--- src/rtl/part_3_operand_loader.sv ---
// Byte-serial operand loader: assembles two little-endian 32-bit operands and presents them as a pair.
// Optional partial-frame timeout is enabled with `define PART_3_TIMEOUT_EN.
module part_3_operand_loader #(
  parameter int TIMEOUT_CYCLES = 16
) (
  input  logic        clk,
  input  logic        rst_n,
  input  logic [7:0]  in_data,
  input  logic        in_valid,
  output logic        in_ready,
  output logic [31:0] a,
  output logic [31:0] b,
  output logic        out_valid,
  input  logic        out_ready,
  output logic        frame_err
);

  localparam logic [1:0] LOAD_A  = 2'd0;
  localparam logic [1:0] LOAD_B  = 2'd1;
  localparam logic [1:0] PRESENT = 2'd2;

  if (TIMEOUT_CYCLES < 1) begin : g_bad_cfg
    $error("TIMEOUT_CYCLES must be at least 1");
  end

  logic [1:0]  state_q, state_d;
  logic [1:0]  idx_q, idx_d;
  logic [31:0] sh_a_q, sh_a_d;
  logic [31:0] sh_b_q, sh_b_d;
  logic [31:0] a_q, a_d;
  logic [31:0] b_q, b_d;
  logic        out_valid_q, out_valid_d;
  logic        ready_q, ready_d;
  logic        accept;

  assign accept    = in_valid & ready_q;
  assign in_ready  = ready_q;
  assign a         = a_q;
  assign b         = b_q;
  assign out_valid = out_valid_q;

`ifdef PART_3_TIMEOUT_EN
  localparam int CW = $clog2(TIMEOUT_CYCLES + 1);
  localparam logic [CW-1:0] TMO_LAST = CW'(TIMEOUT_CYCLES - 1);
  logic [CW-1:0] tmo_q, tmo_d;
  logic          frame_err_q, frame_err_d;
  assign frame_err = frame_err_q;
`else
  assign frame_err = 1'b0;
`endif

  always_comb begin
    state_d     = state_q;
    idx_d       = idx_q;
    sh_a_d      = sh_a_q;
    sh_b_d      = sh_b_q;
    a_d         = a_q;
    b_d         = b_q;
    out_valid_d = out_valid_q;
    case (state_q)
      LOAD_A: begin
        if (accept) begin
          sh_a_d[{idx_q, 3'b000} +: 8] = in_data;
          if (idx_q == 2'd3) begin
            state_d = LOAD_B;
            idx_d   = 2'd0;
          end else begin
            idx_d = idx_q + 2'd1;
          end
        end
      end
      LOAD_B: begin
        if (accept) begin
          sh_b_d[{idx_q, 3'b000} +: 8] = in_data;
          if (idx_q == 2'd3) begin
            // Both operands become visible on the same edge as the final byte.
            a_d         = sh_a_q;
            b_d         = {in_data, sh_b_q[23:0]};
            out_valid_d = 1'b1;
            state_d     = PRESENT;
            idx_d       = 2'd0;
          end else begin
            idx_d = idx_q + 2'd1;
          end
        end
      end
      PRESENT: begin
        if (out_valid_q && out_ready) begin
          out_valid_d = 1'b0;
          state_d     = LOAD_A;
          idx_d       = 2'd0;
        end
      end
      default: begin
        state_d = LOAD_A;
        idx_d   = 2'd0;
      end
    endcase

`ifdef PART_3_TIMEOUT_EN
    tmo_d       = '0;
    frame_err_d = 1'b0;
    // An accepted byte always wins over an expiring timer.
    if (!accept && ((state_q == LOAD_A && idx_q != 2'd0) || state_q == LOAD_B)) begin
      if (tmo_q == TMO_LAST) begin
        state_d     = LOAD_A;
        idx_d       = 2'd0;
        sh_a_d      = '0;
        sh_b_d      = '0;
        frame_err_d = 1'b1;
      end else begin
        tmo_d = tmo_q + 1'b1;
      end
    end
`endif

    ready_d = (state_d != PRESENT);
  end

  always_ff @(posedge clk or negedge rst_n) begin
    if (!rst_n) begin
      state_q     <= LOAD_A;
      idx_q       <= 2'd0;
      sh_a_q      <= '0;
      sh_b_q      <= '0;
      a_q         <= '0;
      b_q         <= '0;
      out_valid_q <= 1'b0;
      ready_q     <= 1'b0;
    end else begin
      state_q     <= state_d;
      idx_q       <= idx_d;
      sh_a_q      <= sh_a_d;
      sh_b_q      <= sh_b_d;
      a_q         <= a_d;
      b_q         <= b_d;
      out_valid_q <= out_valid_d;
      ready_q     <= ready_d;
    end
  end

`ifdef PART_3_TIMEOUT_EN
  always_ff @(posedge clk or negedge rst_n) begin
    if (!rst_n) begin
      tmo_q       <= '0;
      frame_err_q <= 1'b0;
    end else begin
      tmo_q       <= tmo_d;
      frame_err_q <= frame_err_d;
    end
  end
`endif

endmodule

--- config.mk ---
export PLATFORM = sky130hd
export DESIGN_NAME = part_3_operand_loader
export DESIGN_NICKNAME = d
export VERILOG_FILES = /design/src/rtl/part_3_operand_loader.sv
export SDC_FILE = /design/constraint.sdc
export NUM_CORES = 1
export LEC_CHECK = 0
export CELL_PAD_IN_SITES_DETAIL_PLACEMENT = 0
export CELL_PAD_IN_SITES_GLOBAL_PLACEMENT = 1
export CORE_MARGIN = 4
export CORE_UTILIZATION = 44
export DETAILED_ROUTE_END_ITERATION = 6
export HOLD_SLACK_MARGIN = 0.06
export PLACE_DENSITY_LB_ADDON = 0.2
export REMOVE_ABC_BUFFERS = 1
export SLEW_MARGIN = 20
export SYNTH_ARGS = -nofsm -noshare
export SYNTH_HDL_FRONTEND = slang
export SYNTH_SLANG_ARGS = --single-unit
--- constraint.sdc ---
create_clock -name clk -period 2.5 [get_ports clk]
set_input_delay 0.5 -clock clk [delete_from_list [all_inputs] [get_ports clk]]
set_output_delay 0.5 -clock clk [all_outputs]
set_load 0.005 [all_outputs]
---- After elaboration in Yosys (flattened, before gate mapping) ----
Index checks and enable logic that the tools add are counted.
word-level totals
  bits of input ports ..................... 12
  logic and storage cells ................. 46
  register bits after elaboration ......... 134
operators by class
  $add $sub $neg .......................... 2
  muxes and demuxes ....................... 16
  bitwise operators ....................... 1
  shift-type cells ........................ 2
  equality and inequality tests ........... 8
  reductions and logical operators ........ 9
operator list
  operator                count
  $bwmux 32               2
  $shift 8x7->32 const A  1
  $shiftx 8x7->32         1
  $mux 2                  8
  $ne 2x2->1 const B      4
  $neg 5->7               1
  $pmux 2 s3              1
  $reduce_and 2->1        3
  $eq 2x2->1 const B      2
  $pmux 2 s2              1
  $reduce_and 4->1        1
  $mux 1                  3
  $reduce_and 3->1        1
  $add 2x1->2 const B     1
  $eq 2x1->1 const B      1
  $logic_not 2->1         1
  $ne 2x1->1 const B      1
  $pmux 1 s2              1
  $reduce_bool 2->1       1
  $reduce_or 2->1         1
  $and 1x1->1             1
  $logic_and 1x1->1       1

---- Logic depth before layout (Yosys ltp) ----
Gate-level depths: netlist of run 1.
  depth in word-level cells ............... 5
  gate-level depth with buffers ........... 6

---- Worst setup path after synthesis of run 1 ----
No wires, ideal clock.
  path type ............................... register to register
  from .................................... reg idx_q[0]
  to ...................................... reg sh_a_q[24]
  arrival ................................. 1.665 ns
  slack ................................... 0.755 ns
  stages on the path, launching flop included .. 6
  path through ............................ dfrtp_1 -> inv_1 -> ha_1 -> nor3b_1 -> nand2_1 -> mux2i_1
between the ends
  longest elaborated chain between the ends .. 3
  elaborated cells on any way between the ends .. 4
  classes of those cells .................. 1 x add/sub; 2 x shift; 1 x mux
ends and longest elaborated chain
  what                                               RTL line  source
  from (decl)                                        27        logic [1:0] idx_q, idx_d;
  from (signal assigned)                             132       idx_q <= idx_d;
  $neg 5->7 *                                        63        sh_a_d[{idx_q, 3'b000} +: 8] = in_data;
  $shiftx 8x7->32 or $shift 8x7->32 (tied branches)  63
  $bwmux 32 *                                        63
  to (signal assigned)                               124       sh_a_q <= '0;
  to (signal assigned)                               133       sh_a_q <= sh_a_d;
  to (decl)                                          28        logic [31:0] sh_a_q, sh_a_d;
Every way passes the cells marked *; elsewhere a longest branch is shown, timed or not.
A chain may end at the register's enable or synchronous reset.

---- Worst setup path in the final report of run 1 ----
  from .................................... reg idx_q[0]
  to ...................................... reg sh_a_q[17]
Same word-level chain as after synthesis.

==> results by group, run 1 <==
Floorplanning
  – Row count: 39
  – Die Span Y: around 120 microns
  – Starting Density: 0.4488
  – Core area: approximately 11,000 sq um
  – I/O pins: between 70 and 80
  – Die width: 115.7 microns
  – Die ar.: 13,380 sq um

Synth
  – Post-synth ARST share: 1.000
  – EDFF count, synth: 0
  – Syn Area/Cell: approximately 15 sq um
  – Post-synth top area share: 0.6179
  – Most used DFF post-synth: dfrtp_1
  – Most area-hungry cell type in the Yosys netlist: dfrtp_1
  – Sequential-to-total area share from yosys stat: 0.6179
  – Yosys cell types: 28
  – Yosys warns: 0
  – Cell count after synthesis: approximately 340
  – Synth Cell Area: between 5000 and 6000 sq um
  – Yosys reg bits: about 130
  – Ranking of synthesized cells by area: dfrtp_1 (62%), mux2_2 (25%), and2_1 (2.9%)

Setup path
  – R2R Path Start: idx_q[0]
  – Crit-path cells: inv_1 -> ha_1 -> nor3b_1 -> and2_1 -> mux2_2
  – R2R Setup Slk: 0.26 ns
  – CP endpoint kind: flip-flop
  – Slowest cell on crit path: nor3b_1
  – R2r worst-path depth: 5
  – Crit Path Max Fanout: 11
  – Crit-path max cell delay: about 0.75 ns
  – WP data required: approximately 2.9 ns
  – Setup Crit Path Kind: reg -> reg
  – Startpoint types: flip-flop
  – Worst endpoint data arrival time: ~2.6 ns
  – Capturing point of the worst reg2reg path: sh_a_q[17]

Timing
  – Setup Skew: roughly 0.01 ns
  – Fmax: 445.8 MHz
  – Fin crit share: 0.8974
  – Worst rel slew slack: 0.3998
  – Final WS setup: ~0.26 ns
  – Slew @ Worst Pin: ~0.9 ns
  – Final Setup Violations: 0
  – Final-report max-slew violation count: 0
  – RSZ-0062 raised after global routing: no
  – Tmin final: about 2.2 ns
  – Endpoints failing hold: 0
  – Setup TNS: 0 ns

Global routing
  – Number of global-route vias before repair: approximately 3,200
  – Initial antenna violation count: 1
  – Global Route Usage Sum: 0.1672
  – Largest net degree at the start of global routing: 77
  – First-pass GRT wire length: 16,790 microns
  – Gr ovfl total: 0

Pwr
  – Pleak: ~3.3 nW
  – Worst vdd ir: roughly 380 uV
  – PwrDens: ~700 nW/um^2

Place
  – PortBufs: 77
  – HPWL Detailed: 6617 microns
  – Pre-CTS setup slack: between 0.2 and 0.25 ns
  – Gpl congestion: about 0.76

Run status
  – Run status: finished clean

Routing
  – Via density per instance: around 5
  – Final wirelength: between 10,000 and 15,000 microns
  – TritonRoute pass-1 iters: 4
  – DR vias: roughly 2,900
  – Wire per inst: between 15 and 20 microns
  – Final antenna-violating net count: 0
  – Drt drc: 0
  – DR iter-0 viols: 90

Clocking
  – Later-pin clock latency in the skew report: roughly 0.41 ns
  – Total CTS buffers: 17
  – Post-CTS Setup Bufs: 0
  – Clk sinks: 126
  – CTS tree: built
  – Clock edge transition at the registers on the reported setup and hold paths: 0.06 ns
  – Max clock buf depth: 2
  – H-tree lvl count: 4
  – Clock root cell: clkbuf_16

Cells and area
  – Layout cells sized above 1: 0.3722
  – Final Net Count: 451
  – Syn-to-layout area delta: 31.98%
  – # diodes: 0

Job
  – Max Cap Viol: 0

Min path
  – Tightest Hold Check Type: in -> async
==> worst max-delay path, delay by kind of cell (launching register included) <==
kind	cells	cell delay (ns)
buffers and inverters	1	0.13
and+or+nand+nor	2	1.00
DFF	1	0.52
adders and majority gates	1	0.37
muxes	1	0.15
==> sequential cells by signal (all words and copies together) (netlist names) <==
signal and count:
a 32, state_q 2, out_valid 1, sh_a_q 32
b 32, in_ready 1, idx_q 2, sh_b_q 24
==> cells by family after synthesis <==
family | Yosys count | synth area share
and+or+nand+nor | 56 | 0.06989
adders and majority gates | 6 | 0.01471
muxes | 122 | 0.2668
DFF | 126 | 0.6179
AOI/OAI and AO/OA | 4 | 0.005885
buffers and inverters | 21 | 0.02232
xor gates and xnor gates | 1 | 0.001717
other | 1 | 0.0007349
==> power by group <==
group	leakage, nW	internal, mW	switching, mW
logic	1.29	0.0241	0.0611
clock network	0.303	1.72	0.872
registers	1.71	2.04	0
total	3.30	3.79	0.933
==> area by class of cell <==
cell class,count,area (sq um)
clock buffers,23,508.0
well taps,143,178.9
flip-flops and latches,126,3153
clock inverters,9,130.1
multi-input cells,190,1836
inverters,10,37.54
repair buffers,88,890.9
fillers,944,4636
==> worst max path at each step <==
stage,start,to,slack [ns]
after floorplan,idx_q[0],b[24],0.15
after global placement,idx_q[0],sh_b_q[5],0.25
after detailed placement,idx_q[0],sh_b_q[5],0.24
after CTS,idx_q[0],sh_a_q[4],0.23
after global routing,idx_q[0],sh_a_q[1],0.08
final,idx_q[0],sh_a_q[17],0.26
==> metrics by stage <==
step	cells	total power [mW]	instance area, sq um	util	hold slack (ns)
after floorplan	326	2.084	5026	-	0.2044
after global placement	556	2.163	6086	0.5353	0.3706
after detailed placement	556	2.164	6086	0.5353	0.3706
after CTS	589	4.779	6734	0.5923	0.4727
after global routing	589	4.898	6734	0.5923	0.4883
final	589	4.722	6734	0.5923	0.4865
==> per-layer routing <==
| layer | global-route usage | up-vias | routed length, microns |
|---|---|---|---|
| li1 | - | 1361 | - |
| met1 | 0.2202 | 1496 | 4613 |
| met2 | 0.2550 | 71 | 4777 |
| met3 | 0.05849 | 12 | 522 |
| met4 | 0.06806 | 0 | 143 |
| met5 | 0 | - | 0 |
==> Yosys cell counts (2+ instances only) <==
cell type and instances:
dfrtp_1 126, mux2_2 112, and2_1 24, inv_1 10, mux2i_1 10, nand2_1 8
buf_4 6, ha_1 6, buf_2 4, nand3_1 4, nor2_1 3, nor2_2 3
nor3_2 3, nor3b_1 3, o2bb2ai_1 2
==> layout by cell type, fill, tap and decap left out <==
master	n
clkinv_2	2
clkdlybuf4s50_1	76
dfrtp_1	126
or4b_4	1
nand2b_4	1
a21o_1	1
a21oi_1	1
and3b_1	1
conb_1	1
nand3_1	4
bufinv_16	3
ha_1	6
clkbuf_16	17
nand2_1	8
inv_1	10
nand2b_1	1
nor3b_1	3
nand3b_1	1
clkbuf_8	6
mux2i_1	10
nor2_4	1
o2bb2ai_1	2
dlygate4sd3_1	1
nor3_2	3
or2_2	1
nand2_2	1
nor2_2	3
buf_12	3
buf_4	8
mux2_2	112
xor2_1	1
and2_1	24
clkinvlp_4	4
nor2_1	3
==> repair_timing <==
item / 4_1_cts / 5_1_grt
endpoints found under the hold margin: 13 / 0
hold buffers: 1 / 0
resized for setup: 0 / 0
Power figures use the tool's default switching activity.
==> run 2, diff against run 1 <==
SLEW_MARGIN = 0   (was 20)
==> results of run 2 <==
No change in the layout: final DEF, timing and power equal those of run 1.
==> run 3, diff against run 2 <==
HOLD_SLACK_MARGIN = 0.05   (was 0.06)
==> results of run 3 <==
No change in the layout: final DEF, timing and power equal those of run 1.
